`config.mk`:
```
export PLATFORM = sky130hd
export DESIGN_NAME = axi_lite_rr_master
export DESIGN_NICKNAME = d
export VERILOG_FILES = /design/src/rtl/axi_lite_rr_master.sv
export SDC_FILE = /design/constraint.sdc
export NUM_CORES = 1
export LEC_CHECK = 0
export CORE_MARGIN = 4
export CORE_UTILIZATION = 37
export CTS_CLUSTER_DIAMETER = 60
export DETAILED_ROUTE_END_ITERATION = 16
export HOLD_SLACK_MARGIN = 0.02
export PLACE_DENSITY_LB_ADDON = 0.3
export SLEW_MARGIN = 25
export SYNTH_ARGS = -nofsm -noshare
export SYNTH_HDL_FRONTEND = slang
export SYNTH_SLANG_ARGS = --single-unit
```
`constraint.sdc`:
```
create_clock -name aclk -period 2.5 [get_ports aclk]
set_clock_uncertainty 0.1 [all_clocks]
set_input_delay 0.375 -clock aclk [delete_from_list [all_inputs] [get_ports aclk]]
set_output_delay 0.375 -clock aclk [all_outputs]
set_load 0.005 [all_outputs]
```
`src/rtl/axi_lite_rr_master.sv`:
```
// Round-robin share of one AXI4-Lite slave among NREQ req/ack clients, one transaction in flight.
// Valids rise 1 cycle after grant, ack pulses 1 cycle in DONE; slave stalls just hold the current state.
module axi_lite_rr_master #(
  parameter int NREQ = 2,
  parameter int AW   = 4,
  parameter int DW   = 32
) (
  input  logic               aclk,
  input  logic               areset,
  input  logic [NREQ-1:0]    req,
  input  logic [NREQ-1:0]    req_we,
  input  logic [NREQ*AW-1:0] req_addr,
  input  logic [NREQ*DW-1:0] req_wdata,
  output logic [NREQ-1:0]    ack,
  output logic [DW-1:0]      ack_rdata,
  output logic [1:0]         ack_resp,
  output logic [AW-1:0]      awaddr,
  output logic               awvalid,
  input  logic               awready,
  output logic [DW-1:0]      wdata,
  output logic [DW/8-1:0]    wstrb,
  output logic               wvalid,
  input  logic               wready,
  input  logic [1:0]         bresp,
  input  logic               bvalid,
  output logic               bready,
  output logic [AW-1:0]      araddr,
  output logic               arvalid,
  input  logic               arready,
  input  logic [DW-1:0]      rdata,
  input  logic [1:0]         rresp,
  input  logic               rvalid,
  output logic               rready
);

  localparam int GW = (NREQ > 1) ? $clog2(NREQ) : 1;

  typedef enum logic [2:0] {
    IDLE    = 3'd0,
    WR_AW_W = 3'd1,
    WR_B    = 3'd2,
    RD_AR   = 3'd3,
    RD_R    = 3'd4,
    DONE    = 3'd5
  } state_t;

  state_t        state, state_nxt;
  logic [GW-1:0] last_gnt;
  logic [GW-1:0] gnt;
  logic [GW-1:0] arb_idx;
  logic          arb_any;
  int            best_d;
  int            cand_d;
  logic          aw_done, w_done;
  logic          aw_hs, w_hs, b_hs, ar_hs, r_hs;
  logic          aw_fin, w_fin;

  assign aw_hs  = awvalid && awready;
  assign w_hs   = wvalid && wready;
  assign b_hs   = bvalid && bready;
  assign ar_hs  = arvalid && arready;
  assign r_hs   = rvalid && rready;
  assign aw_fin = aw_done || aw_hs;
  assign w_fin  = w_done || w_hs;

  // Writes are always full-word.
  assign wstrb = '1;

  // Pick the requester with the smallest rotational distance after last_gnt.
  always_comb begin
    arb_idx = '0;
    arb_any = |req;
    best_d  = NREQ;
    cand_d  = 0;
    for (int j = 0; j < NREQ; j++) begin
      if (req[j]) begin
        cand_d = (j + NREQ - int'(last_gnt) - 1) % NREQ;
        if (cand_d < best_d) begin
          best_d  = cand_d;
          arb_idx = GW'(j);
        end
      end
    end
  end

  always_ff @(posedge aclk or posedge areset) begin
    if (areset) begin
      state <= IDLE;
    end else begin
      state <= state_nxt;
    end
  end

  always_comb begin
    state_nxt = state;
    case (state)
      IDLE:    if (arb_any) state_nxt = req_we[arb_idx] ? WR_AW_W : RD_AR;
      WR_AW_W: if (aw_fin && w_fin) state_nxt = WR_B;
      WR_B:    if (b_hs) state_nxt = DONE;
      RD_AR:   if (ar_hs) state_nxt = RD_R;
      RD_R:    if (r_hs) state_nxt = DONE;
      DONE:    state_nxt = IDLE;
      default: state_nxt = IDLE;
    endcase
  end

  always_ff @(posedge aclk or posedge areset) begin
    if (areset) begin
      last_gnt  <= GW'(NREQ - 1);
      gnt       <= '0;
      awaddr    <= '0;
      awvalid   <= 1'b0;
      wdata     <= '0;
      wvalid    <= 1'b0;
      bready    <= 1'b0;
      araddr    <= '0;
      arvalid   <= 1'b0;
      rready    <= 1'b0;
      aw_done   <= 1'b0;
      w_done    <= 1'b0;
      ack       <= '0;
      ack_rdata <= '0;
      ack_resp  <= '0;
    end else begin
      ack <= '0;
      case (state)
        IDLE: begin
          if (arb_any) begin
            gnt      <= arb_idx;
            last_gnt <= arb_idx;
            if (req_we[arb_idx]) begin
              awaddr  <= req_addr[arb_idx*AW +: AW];
              wdata   <= req_wdata[arb_idx*DW +: DW];
              awvalid <= 1'b1;
              wvalid  <= 1'b1;
              aw_done <= 1'b0;
              w_done  <= 1'b0;
            end else begin
              araddr  <= req_addr[arb_idx*AW +: AW];
              arvalid <= 1'b1;
            end
          end
        end
        WR_AW_W: begin
          // AW and W complete independently; B is only accepted once both have.
          if (aw_hs) begin
            awvalid <= 1'b0;
            aw_done <= 1'b1;
          end
          if (w_hs) begin
            wvalid <= 1'b0;
            w_done <= 1'b1;
          end
          if (aw_fin && w_fin) bready <= 1'b1;
        end
        WR_B: begin
          if (b_hs) begin
            bready    <= 1'b0;
            ack_rdata <= '0;
            ack_resp  <= bresp;
            ack[gnt]  <= 1'b1;
          end
        end
        RD_AR: begin
          if (ar_hs) begin
            arvalid <= 1'b0;
            rready  <= 1'b1;
          end
        end
        RD_R: begin
          if (r_hs) begin
            rready    <= 1'b0;
            ack_rdata <= rdata;
            ack_resp  <= rresp;
            ack[gnt]  <= 1'b1;
          end
        end
        default: ;
      endcase
    end
  end

endmodule

```
After elaboration in Yosys (flattened, before gate mapping)
Index checks and enable logic that the tools add are counted.
Word-level totals
  register bits: 88
  latch bits: 0
  memory bits (writable): 0
  ROM bits: 0
  output and inout port bits: 85
  memories: 0
Operators by class
  add/sub/neg operators: 4
  $mul: 0
  div/mod/pow operators: 0
  $lt $le $gt $ge: 5
  equal/unequal tests: 13
  shift-type cells: 2
  mux-type cells: 46
  bitwise logic cells: 3
  reduce and logical (&&, ||, !) cells: 26
Operators by type and width (count)
  $mux 32: 4
  $pmux 32 s2: 1
  $shiftx 64x7->32: 1
  $lt 2x32->1: 1
  $mux 1: 20
  $ne 2x2->1 const B: 9
  $mux 3: 5
  $pmux 3 s5: 1
  $reduce_and 3->1: 5
  $pmux 1 s2: 7
  $reduce_and 4->1: 3
  $mux 2: 5
  $reduce_bool 2->1: 5
  $pmux 2 s2: 2
  $shiftx 8x4->4: 1
  $sub 3x2->4 const B: 2
  $logic_and 1x1->1: 7
  $eq 3x2->1 const B: 2
  $sub 2x1->3 const A: 2
  $reduce_and 5->1: 1
  $lt 1x2->1 const B: 2
  $eq 3x1->1 const B: 1
  $eq 3x3->1 const B: 1
  $logic_not 3->1: 1
  8 further kinds: 10

Longest topological paths before layout
  depth after elaboration: 14
  mapped depth: 6

Worst setup path after synthesis
Ideal clock, no wire load.
  path type: register to register
  start: register state[2]
  end: register awaddr[3]
  data arrival time: 1530 ps
  data required time: 2272 ps
  path slack: 743 ps
  cell stages (with the launch flop): 7
  path buffers: 2
  clock period less this slack: 1757 ps
  path through: dfrtp_1 -> buf_6 -> nor3_4 -> o21ai_1 -> nor2_4 -> buf_6 -> mux2_1
On the way
  longest elaborated chain between the ends: 2
RTL lines
  from (decl): RTL line 47  | state_t state, state_nxt;
  from (signal assigned): RTL line 90  | state <= state_nxt;
  $logic_not 3->1: RTL line 126  | case (state)
  $reduce_and 3->1 (no line)
  to (signal assigned): RTL line 132  | awaddr <= req_addr[arb_idx*AW +: AW];
  to (decl): RTL line 17  | output logic [AW-1:0] awaddr,
Every way passes these cells.
A chain may end at the register's enable or synchronous reset.

Worst setup path in the final report
  start: register state[0]
  end: register wdata[7]
On the way
  longest elaborated chain between the ends: 2
RTL lines
  $logic_not 3->1: RTL line 126
  $reduce_and 3->1 (no line)
  to (signal assigned): RTL line 133  | wdata <= req_wdata[arb_idx*DW +: DW];
  to (decl): RTL line 20  | output logic [DW-1:0] wdata,
Every way passes these cells.

==> impl_metrics.csv <==
group,metric,value,unit
cts,clock-root-buffer,"clkbuf_8",
synth,ys_seq_area_share,54.0,%
worst_setup_path,critPathKind,"reg2reg",
worst_setup_path,crit_required,2640,ps
worst_setup_path,endpoint,"wdata[7]$_DFFE_PP0P_",
global_routing,antenna_found_initial,0,
worst_setup_path,r2r_end,"wdata[7]$_DFFE_PP0P_",
synth,yosysMostFrequentCell,"dfrtp_1",
cells_and_area,insertedDiodeCount,0,
worst_setup_path,slowest_delay,610,ps
timing,slew_headroom,54.0,%
detailed_routing,met3_wirelength,662,µm
worst_setup_path,critPathMaxFanout,32,
worst_setup_path,crit_cells,5,
worst_setup_path,worstPathArrival,2270,ps
worst_setup_path,cp_num_buf_inv,1,
synth,synthFlopType,"dfrtp_1",
cts,post_cts_resized,0,
global_routing,grt_pass1_vias,3492,
floorplanning,die_area,12800,µm²
run,maxCapViolations,0,
floorplanning,start_util,37.8,%
timing,tns,0,ps
timing,timing.final.ws_setup,373,ps
synth,synth_edf_count,0,
cts,cts.sinks,88,
timing,finalCritPeriodShare,85.1,%
worst_setup_path,critical-path-top-delay-family,"flip-flops",
floorplanning,rows,38,
detailed_routing,drt_first_pass_iters,4,
synth,ys_warn_count,0,
cts,cts_hold_buf,0,
pwr,p_total,2.85,mW
worst_hold_path,hold_path.class,"in2async",
synth,synth.cell_area,4080,µm²
detailed_routing,drc,0,
detailed_routing,wire_per_inst,17.9,µm
cells_and_area,fin_nets,601,
place,io_buffers,199,
floorplanning,io_pins,204,
worst_setup_path,crit_chain,"nor3_4 > o21ai_1 > nor2_4 > buf_12 > mux2_1",
cts,numCtsBuffers,9,
cts,ctsHtreeMaxLevel,3,
detailed_routing,wirelength,11.2,mm
pwr,ir_drop,0.000292,V
detailed_routing,vias_per_cell,4.97,
cts,clock_latency,360,ps
detailed_routing,final_antenna_net_count,0,
cts,clock_path_buffers,2,
timing,fin_crit,2130,ps
pwr,cellPowerDensity,446,nW/µm²
global_routing,grt_max_degree,38,
place,dp_worst_setup_slack,140,ps
timing,final-hold-violation-count,0,
worst_setup_path,rr_worst_depth,5,
detailed_routing,wl_met1,4.31,mm
worst_setup_path,critPathSlowestCell,"dfrtp_1",
worst_setup_path,worstReg2RegStart,"state[0]$_DFFE_PP0P_",
synth,synth_top_area_cell,"dfrtp_1",
worst_setup_path,critPathLaunch,"state[0]$_DFFE_PP0P_",
detailed_routing,highest_layer,"met4",
detailed_routing,dr_total_vias,3117,
synth,synth_cell_type_count,37,
synth,synth_top_area_share,53.4,%
global_routing,grt_overflow,0,
worst_setup_path,end_kind,"register",
synth,synthArstFlopShare,100,%
detailed_routing,wl_met2,5.95,mm
timing,fmax,470,MHz
timing,worstMarginPinSlew,688,ps
synth,ys_seq_elements,88,
floorplanning,die_w,113,µm
global_routing,grt_pass1_wl,17.9,mm
synth,syn_inst,284,
floorplanning,core_area,10800,µm²
timing,finalSetupViolCount,0,
pwr,leakage,2.82,nW
cells_and_area,drive_gt1_share,20.3,%
synth,synthTopCellsByArea,"dfrtp_1 (53%), mux2_2 (12%), mux2_4 (7.4%)",
timing,report.final.slew_viol_count,0,
detailed_routing,drtIter0Drc,110,
cts,clk_pin_slew,90,ps
cts,cts_tree,"built",
floorplanning,die_y,113,µm
worst_setup_path,r2r_setup_slack,370,ps
synth,yosys-top-cells-count,"dfrtp_1 (87), mux2_2 (44), a22o_1 (33)",
global_routing,grt_usage,17.9,%
place,gp_congestion,0.748,
cells_and_area,fillCellCount,906,
status,status,"complete, no violations",
cts,postCtsSetupRepairBufs,0,
cells_and_area,fin_util,59.3,%
worst_setup_path,start_kind,"register",
cells_and_area,areaGrowthSynthToFinish,56.8,%
place,dp_hpwl,8.47,mm
timing,rsz0062_at_grt,"no",
synth,avgSynthCellArea,14.4,µm²
[through the flow]
stage	instance area, µm²	std cells	hold WS [ps]
floorplan	4090	287	316
global placement	6160	611	368
detailed placement	6160	611	368
CTS	6390	627	375
global route	6390	627	409
finish	6390	627	368
[area by class of cell]
| type | count | area [µm²] | share of cell area (%) |
|---|---|---|---|
| Sequential cell | 88 | 2200 | 34.5 |
| Timing Repair Buffer | 207 | 2100 | 32.9 |
| Multi-Input combinational cell | 171 | 1660 | 26.0 |
| Tap cell | 140 | 175 | 2.74 |
| Clock buffer | 11 | 151 | 2.37 |
| Clock inverter | 5 | 78.8 | 1.23 |
| Inverter | 5 | 22.5 | 0.352 |
[where the power goes]
group | internal [mW] | total [mW] | switching [mW]
combinational | 0.216 | 0.308 | 0.0914
sequential | 1.42 | 1.42 | 0
clock | 0.616 | 1.12 | 0.504
[how the worst min path moves through the flow]
stage          depth (start not counted)                   endpoint  slack, ps
2_1_floorplan                          1           ack[0]$_DFF_PP0_        320
3_3_place_gp                           1      wdata[28]$_DFFE_PP0P_        370
3_5_place_dp                           1           ack[0]$_DFF_PP0_        370
4_1_cts                                2  ack_rdata[18]$_DFFE_PP0P_        370
5_1_grt                                2  ack_rdata[17]$_DFFE_PP0P_        410
6_report                               2  ack_rdata[18]$_DFFE_PP0P_        370
[cells in the final DEF, fill, tap and decap left out, drive strengths merged, types with 2 or more instances in the layout]
| cell | n |
|---|---|
| a21o | 2 |
| a21oi | 6 |
| a22o | 33 |
| a31oi | 4 |
| a32oi | 2 |
| a41oi | 3 |
| and3 | 2 |
| buf | 8 |
| bufinv | 2 |
| clkbuf | 11 |
| clkdlybuf4s50 | 199 |
| clkinv | 3 |
| conb | 4 |
| dfrtp | 87 |
| inv | 4 |
| mux2 | 77 |
| mux2i | 4 |
| nand2 | 8 |
| nand3 | 3 |
| nor2 | 9 |
| o21ai | 5 |
[kinds of logic (layout without fill, tap and decap cells)]
logic type	after synthesis	count (layout)	synth area share, %
compound gates	59	59	11.9
xor+xnor	1	1	0.215
simple gates	26	26	3.87
other cells	1	4	0.0919
buf+inv	28	228	5.71
mux	81	81	24.2
flops	88	88	54.0
[state kept, by name, summed over array words and instances (netlist names), 2 cells and up]
register	flops
awaddr	4
ack_rdata	32
araddr	4
ack_resp	2
ack	2
state	3
wdata	32
[layer usage]
layer	global-route usage (%)	up-vias
met5	0	-
met4	8.73	0
met3	3.80	23
met2	31.8	122
met1	20.3	1543
li1	-	1429
No activity file was read; power rests on OpenSTA's default activity.
